[config.mk]
export PLATFORM = sky130hd
export DESIGN_NAME = fpu8_exception_responder
export DESIGN_NICKNAME = d
export VERILOG_FILES = /design/src/rtl/fpu8_exception_responder.sv
export SDC_FILE = /design/constraint.sdc
export NUM_CORES = 1
export LEC_CHECK = 0
export ABC_AREA = 1
export CAP_MARGIN = 20
export CORE_ASPECT_RATIO = 0.5
export CORE_MARGIN = 4
export CORE_UTILIZATION = 38
export CTS_CLUSTER_SIZE = 30
export DETAILED_ROUTE_END_ITERATION = 8
export PLACE_DENSITY = 0.78
export SLEW_MARGIN = 30
export SYNTH_ARGS = -nofsm -noshare
export SYNTH_HDL_FRONTEND = slang
export SYNTH_SLANG_ARGS = --single-unit
[constraint.sdc]
create_clock -name CLK -period 1.36 [get_ports CLK]
set_input_delay 0.272 -clock CLK [delete_from_list [all_inputs] [get_ports CLK]]
set_output_delay 0.272 -clock CLK [all_outputs]
set_load 0.01 [all_outputs]
[src/rtl/fpu8_exception_responder.sv]
// FPU8 exception responder: one-entry result buffer with NaN substitution, sticky status, counter, IRQ.
// Latency: one cycle from accept to RES_VALID/RESULT; STATUS, EXC_COUNT and IRQ update on the same edge.
// Backpressure: REQ_READY = !RES_VALID | RES_READY, so it streams one op per cycle while downstream is ready.
`ifndef _NAN
`define _NAN 8'hFF
`endif
`ifndef _PLUS_INF
`define _PLUS_INF 8'h78
`endif
`ifndef _ADDITION
`define _ADDITION 2'b00
`endif
`ifndef _SUBTRACTION
`define _SUBTRACTION 2'b01
`endif
`ifndef _MULTIPLICATION
`define _MULTIPLICATION 2'b10
`endif

module fpu8_exception_responder #(
  parameter int COUNT_W = 8,
  parameter bit IRQ_EN  = 1'b1
) (
  input  logic               CLK,
  input  logic               RST,
  input  logic               REQ_VALID,
  output logic               REQ_READY,
  input  logic [1:0]         FP_OPERATION,
  input  logic [7:0]         OP_A,
  input  logic [7:0]         OP_B,
  input  logic               OP_IS_EXCEPTION,
  input  logic [7:0]         RAW_RESULT,
  output logic               RES_VALID,
  input  logic               RES_READY,
  output logic [7:0]         RESULT,
  output logic               RESULT_IS_EXC,
  output logic [3:0]         STATUS,
  input  logic               STATUS_CLR,
  output logic [COUNT_W-1:0] EXC_COUNT,
  output logic               IRQ,
  input  logic               IRQ_ACK
);

  typedef enum logic {
    EMPTY = 1'b0,
    FULL  = 1'b1
  } buf_state_t;

  buf_state_t state, next_state;

  logic               accept;
  logic               exc_accept;
  logic [3:0]         status_set;
  logic [3:0]         status_next;
  logic [COUNT_W-1:0] count_base;
  logic [COUNT_W-1:0] count_next;

  assign RES_VALID  = (state == FULL);
  assign REQ_READY  = !RES_VALID || RES_READY;
  assign accept     = REQ_VALID && REQ_READY;
  assign exc_accept = accept && OP_IS_EXCEPTION;

  always_comb begin
    next_state = state;
    case (state)
      EMPTY:   if (accept) next_state = FULL;
      FULL:    if (RES_READY && !accept) next_state = EMPTY;
      default: next_state = EMPTY;
    endcase
  end

  always_comb begin
    status_set = 4'b0000;
    case (FP_OPERATION)
      `_ADDITION:       status_set[0] = 1'b1;
      `_SUBTRACTION:    status_set[1] = 1'b1;
      `_MULTIPLICATION: status_set[2] = 1'b1;
      default:          ;
    endcase
    status_set[3] = (OP_A == `_NAN) || (OP_B == `_NAN);
  end

  // A clear in the same cycle as an exception wipes old state before the new event is recorded.
  always_comb begin
    status_next = STATUS_CLR ? 4'b0000 : STATUS;
    count_base  = STATUS_CLR ? '0 : EXC_COUNT;
    count_next  = count_base;
    if (exc_accept) begin
      status_next = status_next | status_set;
      if (count_base != {COUNT_W{1'b1}})
        count_next = count_base + COUNT_W'(1);
    end
  end

  always_ff @(posedge CLK) begin
    if (RST) begin
      state         <= EMPTY;
      RESULT        <= 8'h00;
      RESULT_IS_EXC <= 1'b0;
      STATUS        <= 4'b0000;
      EXC_COUNT     <= '0;
      IRQ           <= 1'b0;
    end else begin
      state     <= next_state;
      STATUS    <= status_next;
      EXC_COUNT <= count_next;
      if (accept) begin
        RESULT        <= OP_IS_EXCEPTION ? `_NAN : RAW_RESULT;
        RESULT_IS_EXC <= OP_IS_EXCEPTION;
      end
      // A new exception outranks the acknowledge.
      if (exc_accept && IRQ_EN)
        IRQ <= 1'b1;
      else if (IRQ_ACK)
        IRQ <= 1'b0;
    end
  end

endmodule

==> metrics, run 1 <==
Clock Skews=0.003547 ns; #FFs+latches synth=23; final setup fails=0; f_max=809.8 MHz; crit path cell chain=dlygate4sd2_1; fin util=68.38%; WP buf/inv=1; min Tclk post-route=1.235 ns; Post-Syn Instances=148; Critical Path Max Stage Delay=0.40 ns; Die Ht=45.61 um; CP startpoint kind=register; Slowest cell on crit path=dfxtp_1; Skew-Pair Late Insertion Delay=0.26 ns; First-pass DRT Iterations=4; antenna violations before repair=0; IO buf count=56; worst path required time=1.09 ns; DP Wirelength=2.340 mm; Mean Syn Cell Area=7.262 um2; Worst path top cell family by delay=flip-flops; final WL=3.040 mm; fin area=1813 um2; H-tree levels=1; type of the worst setup path=register to output pin; Placed Instances=250; final cell count without fillers=257; pin count of the biggest net entering global routing=13; Starting Density=40.54%; mapped cell area=1075 um2; final hold violation count=0; reg2reg setup slack=0.19 ns; Fin Hold WS=0.4083 ns; hold-fix buffers at CTS=0; vias in the first global route=1117; unrepaired setup endpoints after global routing=no; Die W=83.21 um; All-Layer GR Usage=15.84%; Syn Nets=181; antenna cells=0; Num CTS Buffers=3; Arr. time, crit path=0.96 ns; grt ovf=0; worst hold path type=primary input to register; Starting DRT DRC Count=27; Final nets=254; register area share after synthesis=42.84%; clock root buffer=clkbuf_8; Routed Antenna Nets=0; Worst Path Max Fanout=4; clock sinks=23; first-pass GRT wire length=4.843 mm; outcome=finished, final reports clean; post-placement cell area=1757 um2; Via density=4.759; Wirelength per Cell=11.83 um; io pins=57; Max Cap Viol=0; Leakage=0.8335 nW; CORE AREA=2651 um2; post-route DRC violation count=0; CP Capture Type=output pin; YS warnings=0; maximum VDD drop=0.4049 mV; CTS max path bufs=2; Final Max Tran Viols=0; worst slew pin tran=0.2562 ns; max_slew headroom=82.89%; fraction of layout cells with a size suffix above 1=15.91%; global placement routability congestion=0.8059; clk slew on worst S/H paths=0.08 ns; die footprint=3795 um2; CTS tree=built; Synth cell types=20; pwr dens=776.2 nW/um2; Setup Total Neg Slack=0 ns; Final period util=90.80%; row count=13; synth-to-layout area growth=68.68%; vias=1223
final cells by class:
| type | instances | area [um2] |
|---|---|---|
| timing repair buffer | 70 | 645.6 |
| sequential | 23 | 461.7 |
| timing repair inverter | 1 | 7.507 |
| fill | 239 | 838.3 |
| tap | 37 | 46.29 |
| multi-input combinational | 106 | 543.0 |
| inverter | 16 | 63.81 |
| clock buffer | 4 | 45.04 |
what timing repair did:
action | CTS | global route
resized for setup | 27 | 4
cloned | 0 | 1
buffers inserted | 2 | 0
endpoints found under the setup margin | 25 | 10
pin swaps | 0 | 3
metrics by stage:
step                      power [mW]  worst slack (ns)
after floorplan               0.8166            0.2645
after global placement         1.004           -0.2582
after detailed placement       1.007           -0.2911
after CTS                      1.417         -0.007919
after global routing           1.480           0.06413
final                          1.407            0.1251
logic make-up after synthesis:
logic type             after synthesis  share of synthesized area (%)
AND/OR/NAND/NOR                     75                          35.39
flip-flops                          23                          42.84
buffers and inverters               19                          7.101
AO/OA/AOI/OAI                       31                          14.67
cells in the mapped netlist:
cell type / instances / area, um2
nor2_2: 1 / 6.260
inv_1: 14 / 52.55
a21oi_1: 19 / 95.09
a22oi_1: 1 / 7.510
nor2_1: 11 / 41.29
nand2_4: 1 / 11.26
nand3_2: 4 / 40.04
clkbuf_1: 2 / 7.510
buf_4: 1 / 7.510
nand2_1: 38 / 142.6
nand2_2: 2 / 12.51
nand3_4: 1 / 17.52
dfxtp_1: 23 / 460.4
nand4_1: 3 / 18.77
inv_2: 1 / 3.750
o21ai_0: 11 / 55.05
nand3_1: 10 / 50.05
clkinv_2: 1 / 5.000
nor2_4: 3 / 33.78
or2_2: 1 / 6.260
per-layer routing:
layer / vias to the layer above / wire length (um) / track usage (%)
li1: 633 / - / -
met1: 558 / 1308 / 17.25
met2: 28 / 1600 / 31.69
met3: 4 / 99 / 4.152
met4: 0 / 31 / 4.235
met5: - / 0 / 0
final timing paths:
check / start / to / depth (start not counted)
worst max register to register: RES_VALID / STATUS[1] / 7
worst min-delay path: RES_READY / RES_VALID / 5
worst min register to register: RESULT_IS_EXC / RESULT_IS_EXC / 2
worst max-delay path: EXC_COUNT[0] / EXC_COUNT[0] / 1
cell usage in the layout (no fill, tap or decap):
cell type        count
nand2_1             38
clkdlybuf4s50_1     30
dlygate4sd2_1       23
dfxtp_1             22
a21oi_1             19
inv_1               14
buf_4               13
nor2_1              11
o21ai_0             11
nand3_1              9
nand3_2              5
nor2_4               3
nand4_1              3
clkbuf_8             3
nand2_2              2
dlymetal6s2s_1       2
dfxtp_2              1
inv_4                1
nand2_4              1
nand3_4              1
clkinv_2             1
a22oi_1              1
or2_2                1
nor2_2               1
clkbuf_1             1
clkinvlp_4           1
clkdlybuf4s15_1      1
buf_6                1
flip-flops by register name (all words and copies together) (netlist names):
| name | count |
|---|---|
| EXC_COUNT | 8 |
| RESULT | 8 |
| STATUS | 4 |
| IRQ | 1 |
| RESULT_IS_EXC | 1 |
| RES_VALID | 1 |
report_power, final:
group | internal (mW) | switching (mW) | total [mW]
Clock | 0.209 | 0.217 | 0.426
Sequential | 0.700 | 0.0138 | 0.713
Combinational | 0.157 | 0.111 | 0.268
Note: power is estimated with default switching activity, not from simulation.
==> run 2, diff against run 1 <==
--- a/config.mk
+++ b/config.mk
@@ -8,7 +8,7 @@
 export ABC_AREA = 1
 export CAP_MARGIN = 20
 export CORE_ASPECT_RATIO = 0.5
-export CORE_MARGIN = 4
+export CORE_MARGIN = 5
 export CORE_UTILIZATION = 38
 export CTS_CLUSTER_SIZE = 30
 export DETAILED_ROUTE_END_ITERATION = 8
==> run 2 against run 1 <==
  * Wire length increased by 8.7%
  * Clock power decreased by 3%
  * Final area decreased by 1.2%
  * Fmax decreased by 9.2%
  * Critical endpoint is now EXC_COUNT[5]
==> metrics, run 2 (synthesis gave the netlist of run 1 again) <==
Via density=4.722; io pins=57; clk slew on worst S/H paths=0.08 ns; fin util=67.53%; Placed Instances=248; reg2reg setup slack=0.16 ns; CP Capture Type=register; Leakage=0.8153 nW; Starting Density=40.54%; Worst Path Max Fanout=7; Final Power=1.398 mW; final setup fails=0; IO buf count=56; pwr dens=780.9 nW/um2; Arr. time, crit path=1.56 ns; Routed Antenna Nets=0; worst hold path type=register to register; Largest regs=EXC_COUNT x8, RESULT x8, STATUS x4; antenna cells=0; All-Layer GR Usage=16.56%; type of the worst setup path=primary input to register; post-route DRC violation count=0; row count=13; worst slew pin tran=0.2004 ns; most frequent cells in the layout=38 x nand2_1, 31 x clkdlybuf4s50_1, 23 x dfxtp_1, 23 x dlygate4sd2_1, 19 x a21oi_1; Clock Skews=0.0008632 ns; vias in the first global route=1178; final WL=3.305 mm; CP startpoint kind=primary input; Max Cap Viol=0; maximum VDD drop=0.3323 mV; GR Layer Usage met1=18.28%; Setup Total Neg Slack=0 ns; f_max=735.7 MHz; First-pass DRT Iterations=4; CTS tree=built; M2 GR Usage=35.03%; Die Ht=47.61 um; Fin Hold WS=0.4609 ns; DP Worst Slack=-0.3134 ns; unrepaired setup endpoints after global routing=yes; CP Launch Point=RES_READY; antenna violations before repair=0; layer with the highest usage=met2; final hold violation count=0; min Tclk post-route=1.359 ns; PnR worst setup slack=0.0006978 ns; vias=1204; post-placement cell area=1742 um2; worst r2r src=RES_VALID; Num CTS Buffers=3; Final Max Tran Viols=0; H-tree levels=1; Die W=85.21 um; fin area=1790 um2; global placement routability congestion=0.8134; CTS max path bufs=2; DP Wirelength=2.482 mm; Final period util=99.95%; Wirelength per Cell=12.96 um; worst path required time=1.56 ns; synth-to-layout area growth=66.59%; Hold Path Origin=STATUS[3]; pin count of the biggest net entering global routing=18; fraction of layout cells with a size suffix above 1=15.60%; first-pass GRT wire length=5.354 mm; CORE AREA=2651 um2; commonest non-fill, non-tap cell in the layout=nand2_1; Skew-Pair Late Insertion Delay=0.26 ns; final cell count without fillers=255; max_slew headroom=86.50%; Starting DRT DRC Count=35; outcome=finished, final reports clean; Final nets=252; clock root buffer=clkbuf_8; die footprint=4056 um2; grt ovf=0; clock sinks=23; GR Util met3=2.577%
-- run 2: cell type report --
class / instances / area (um2)
multi-input combinational: 106 / 543.0
clock buffer: 4 / 45.04
timing repair buffer: 69 / 628.1
inverter: 16 / 67.56
fill: 241 / 860.8
sequential: 23 / 460.4
tap: 37 / 46.29
-- run 2: routing by layer --
| layer | share of wire (%) | wire [um] |
|---|---|---|
| met5 | 0 | 0 |
| met4 | 0.57 | 19 |
| met3 | 3.1 | 104 |
| met2 | 54 | 1775 |
| met1 | 43 | 1405 |
-- run 2: worst paths after layout --
check / to / depth (start not counted)
max: EXC_COUNT[5] / 10
min: STATUS[3] / 2
max reg2reg: EXC_COUNT[5] / 8
min reg2reg: STATUS[3] / 2
-- run 2: repair_timing --
| item | 4_1_cts | 5_1_grt |
|---|---|---|
| setup endpoints to repair | 29 | 9 |
| resized for setup | 27 | 6 |
| buffers inserted | 0 | 3 |
| pin swaps | 0 | 2 |
| hold buffers | 0 | 0 |
-- run 2: critical path, stage by stage --
cell and delay, ns:
clkdlybuf4s50_1 0.45, inv_1 0.04, nand2_2 0.07, buf_6 0.12
nand3_4 0.13, nor2_4 0.20, nand3_2 0.08, nand2_1 0.07
inv_1 0.05, nor2_2 0.07
-- run 2: power by group --
part           switching, mW  internal, mW
sequential            0.0143         0.700
combinational          0.117         0.154
clock                  0.205         0.209
total                  0.336          1.06
==> run 3, diff against run 2 <==
--- a/config.mk
+++ b/config.mk
@@ -12,7 +12,9 @@
 export CORE_UTILIZATION = 38
 export CTS_CLUSTER_SIZE = 30
 export DETAILED_ROUTE_END_ITERATION = 8
+export GPL_TIMING_DRIVEN = 0
 export PLACE_DENSITY = 0.78
+export SKIP_CTS_REPAIR_TIMING = 1
 export SLEW_MARGIN = 30
 export SYNTH_ARGS = -nofsm -noshare
 export SYNTH_HDL_FRONTEND = slang
==> run 3 against run 2 <==
  * Register-to-register slack worse by 0.04 ns
  * Critical endpoint is now EXC_COUNT[7]
  * Final area is 2.4% higher
  * Power barely moved
  * Sequential share of layout area decreased by 0.34 points
  * Fmax increased by 6.9%
  * Non-clock buffer count is 10 lower
  * Global-route usage decreased by 1.6 points
==> metrics, run 3 (synthesis gave the netlist of run 1 again) <==
Internal Pwr Total=1.050 mW; post-route DRC violation count=0; min Tclk post-route=1.272 ns; Max Cap Viol=0; Clock Skews=0.002859 ns; DP Worst Slack=-0.3424 ns; Placed Instances=240; Clock Power Share=30.8%; Num CTS Buffers=3; vias=1180; DP Wirelength=2.493 mm; type of the worst setup path=primary input to register; fraction of layout cells with a size suffix above 1=15.38%; Starting DRT DRC Count=27; max_slew headroom=70.28%; final WL=3.163 mm; CORE AREA=2651 um2; Final Max Tran Viols=0; Skew-Pair Late Insertion Delay=0.27 ns; worst hold path type=primary input to register; Die Ht=47.61 um; first-pass GRT wire length=4.823 mm; pwr dens=761.7 nW/um2; final setup fails=0; First-pass DRT Iterations=4; Routed Antenna Nets=0; outcome=finished, final reports clean; sequential share of power=51.2%; Final Power=1.397 mW; die footprint=4056 um2; antenna violations before repair=0; io pins=57; clock root buffer=clkbuf_8; Worst Path Max Fanout=8; switching part of the total=24.87%; H-tree levels=1; vias in the first global route=1074; CTS tree=built; Die W=85.21 um; Fill cells=226; Largest regs=EXC_COUNT x8, RESULT x8, STATUS x4; clock sinks=23; worst slew pin tran=0.4458 ns; CP Capture Type=register; worst path required time=1.56 ns; pin count of the biggest net entering global routing=14; antenna cells=0; most frequent cells in the layout=37 x nand2_1, 28 x clkdlybuf4s50_1, 27 x dlymetal6s2s_1; f_max=786.2 MHz; unrepaired setup endpoints after global routing=no; final cell count without fillers=245; clk slew on worst S/H paths=0.08 ns; CP startpoint kind=primary input; Arr. time, crit path=1.47 ns; grt ovf=0; Via density=4.816; FF+latch area=465.4 um2; IO buf count=55; P_sw=347.4 uW; area occupied by multi-input gates=571.8 um2; Final nets=242; final hold violation count=0; Final period util=93.53%; synth-to-layout area growth=70.66%; maximum VDD drop=0.6405 mV; Leakage=1.077 nW; Wirelength per Cell=12.91 um; PnR worst setup slack=0.08799 ns; CTS max path bufs=2; combinational share of power=18.1%; commonest non-fill, non-tap cell in the layout=nand2_1; row count=13; All-Layer GR Usage=14.99%; Starting Density=40.54%; global placement routability congestion=0.8199
## run 3: changes by cell type in the layout (fill, tap and decap cells not counted), sizes merged
cell / previous run / this run
inv: 16 / 15
dlygate4sd2: 23 / 0
dlymetal6s2s: 1 / 27
clkdlybuf4s50: 31 / 28
clkinv: 0 / 2
clkbuf: 6 / 5
buf: 12 / 2
## run 3: layer usage
metal  global-route usage [%]  up-vias  part of all wire (%)
li1                         -      604                     -
met5                        0        -                     0
met2                    30.86       23                    54
met1                    16.34      549                    40
met4                    5.047        0                   1.2
met3                    2.749        4                   4.4
## run 3: final timing paths
path | startpoint | cells past startpoint | to | slack [ns]
max | REQ_VALID | 5 | EXC_COUNT[7] | 0.09
min | RST | 2 | RESULT[1] | 0.41
max reg2reg | EXC_COUNT[3] | 6 | EXC_COUNT[7] | 0.12
min reg2reg | RESULT[1] | 2 | RESULT[1] | 0.47
## run 3: worst max-delay path: stages
cell,delay (ns)
clkdlybuf4s50_1,0.56
nand3_4,0.16
nor2_4,0.23
nand3_1,0.12
a21oi_1,0.13
## run 3: power by group through the flow
stage | combinational, mW | clock [mW] | sequential [mW]
floorplan | 0.0745 | 0 | 0.742
global placement | 0.252 | 0 | 0.730
detailed placement | 0.258 | 0 | 0.731
CTS | 0.259 | 0.435 | 0.715
global route | 0.277 | 0.455 | 0.718
finish | 0.253 | 0.430 | 0.715
## run 3: layout make-up
type / count / share of cell area, %
timing repair buffer: 56 / 34.11
multi-input combinational: 106 / 31.17
sequential: 23 / 25.38
inverter: 16 / 3.479
tap: 37 / 2.524
clock buffer: 3 / 2.251
buffer: 3 / 0.8186
clock inverter: 1 / 0.2729
## run 3: metrics by stage
stage | setup TNS [ns] | util (%) | area [um2] | hold slack, ns
after floorplan | 0 | - | 1075 | 0.4060
after global placement | -4.459 | 63.05 | 1672 | 0.4481
after detailed placement | -4.953 | 63.05 | 1672 | 0.4548
after CTS | -2.451 | 64.79 | 1718 | 0.4040
after global routing | 0 | 69.18 | 1834 | 0.4415
final | 0 | 69.18 | 1834 | 0.4121
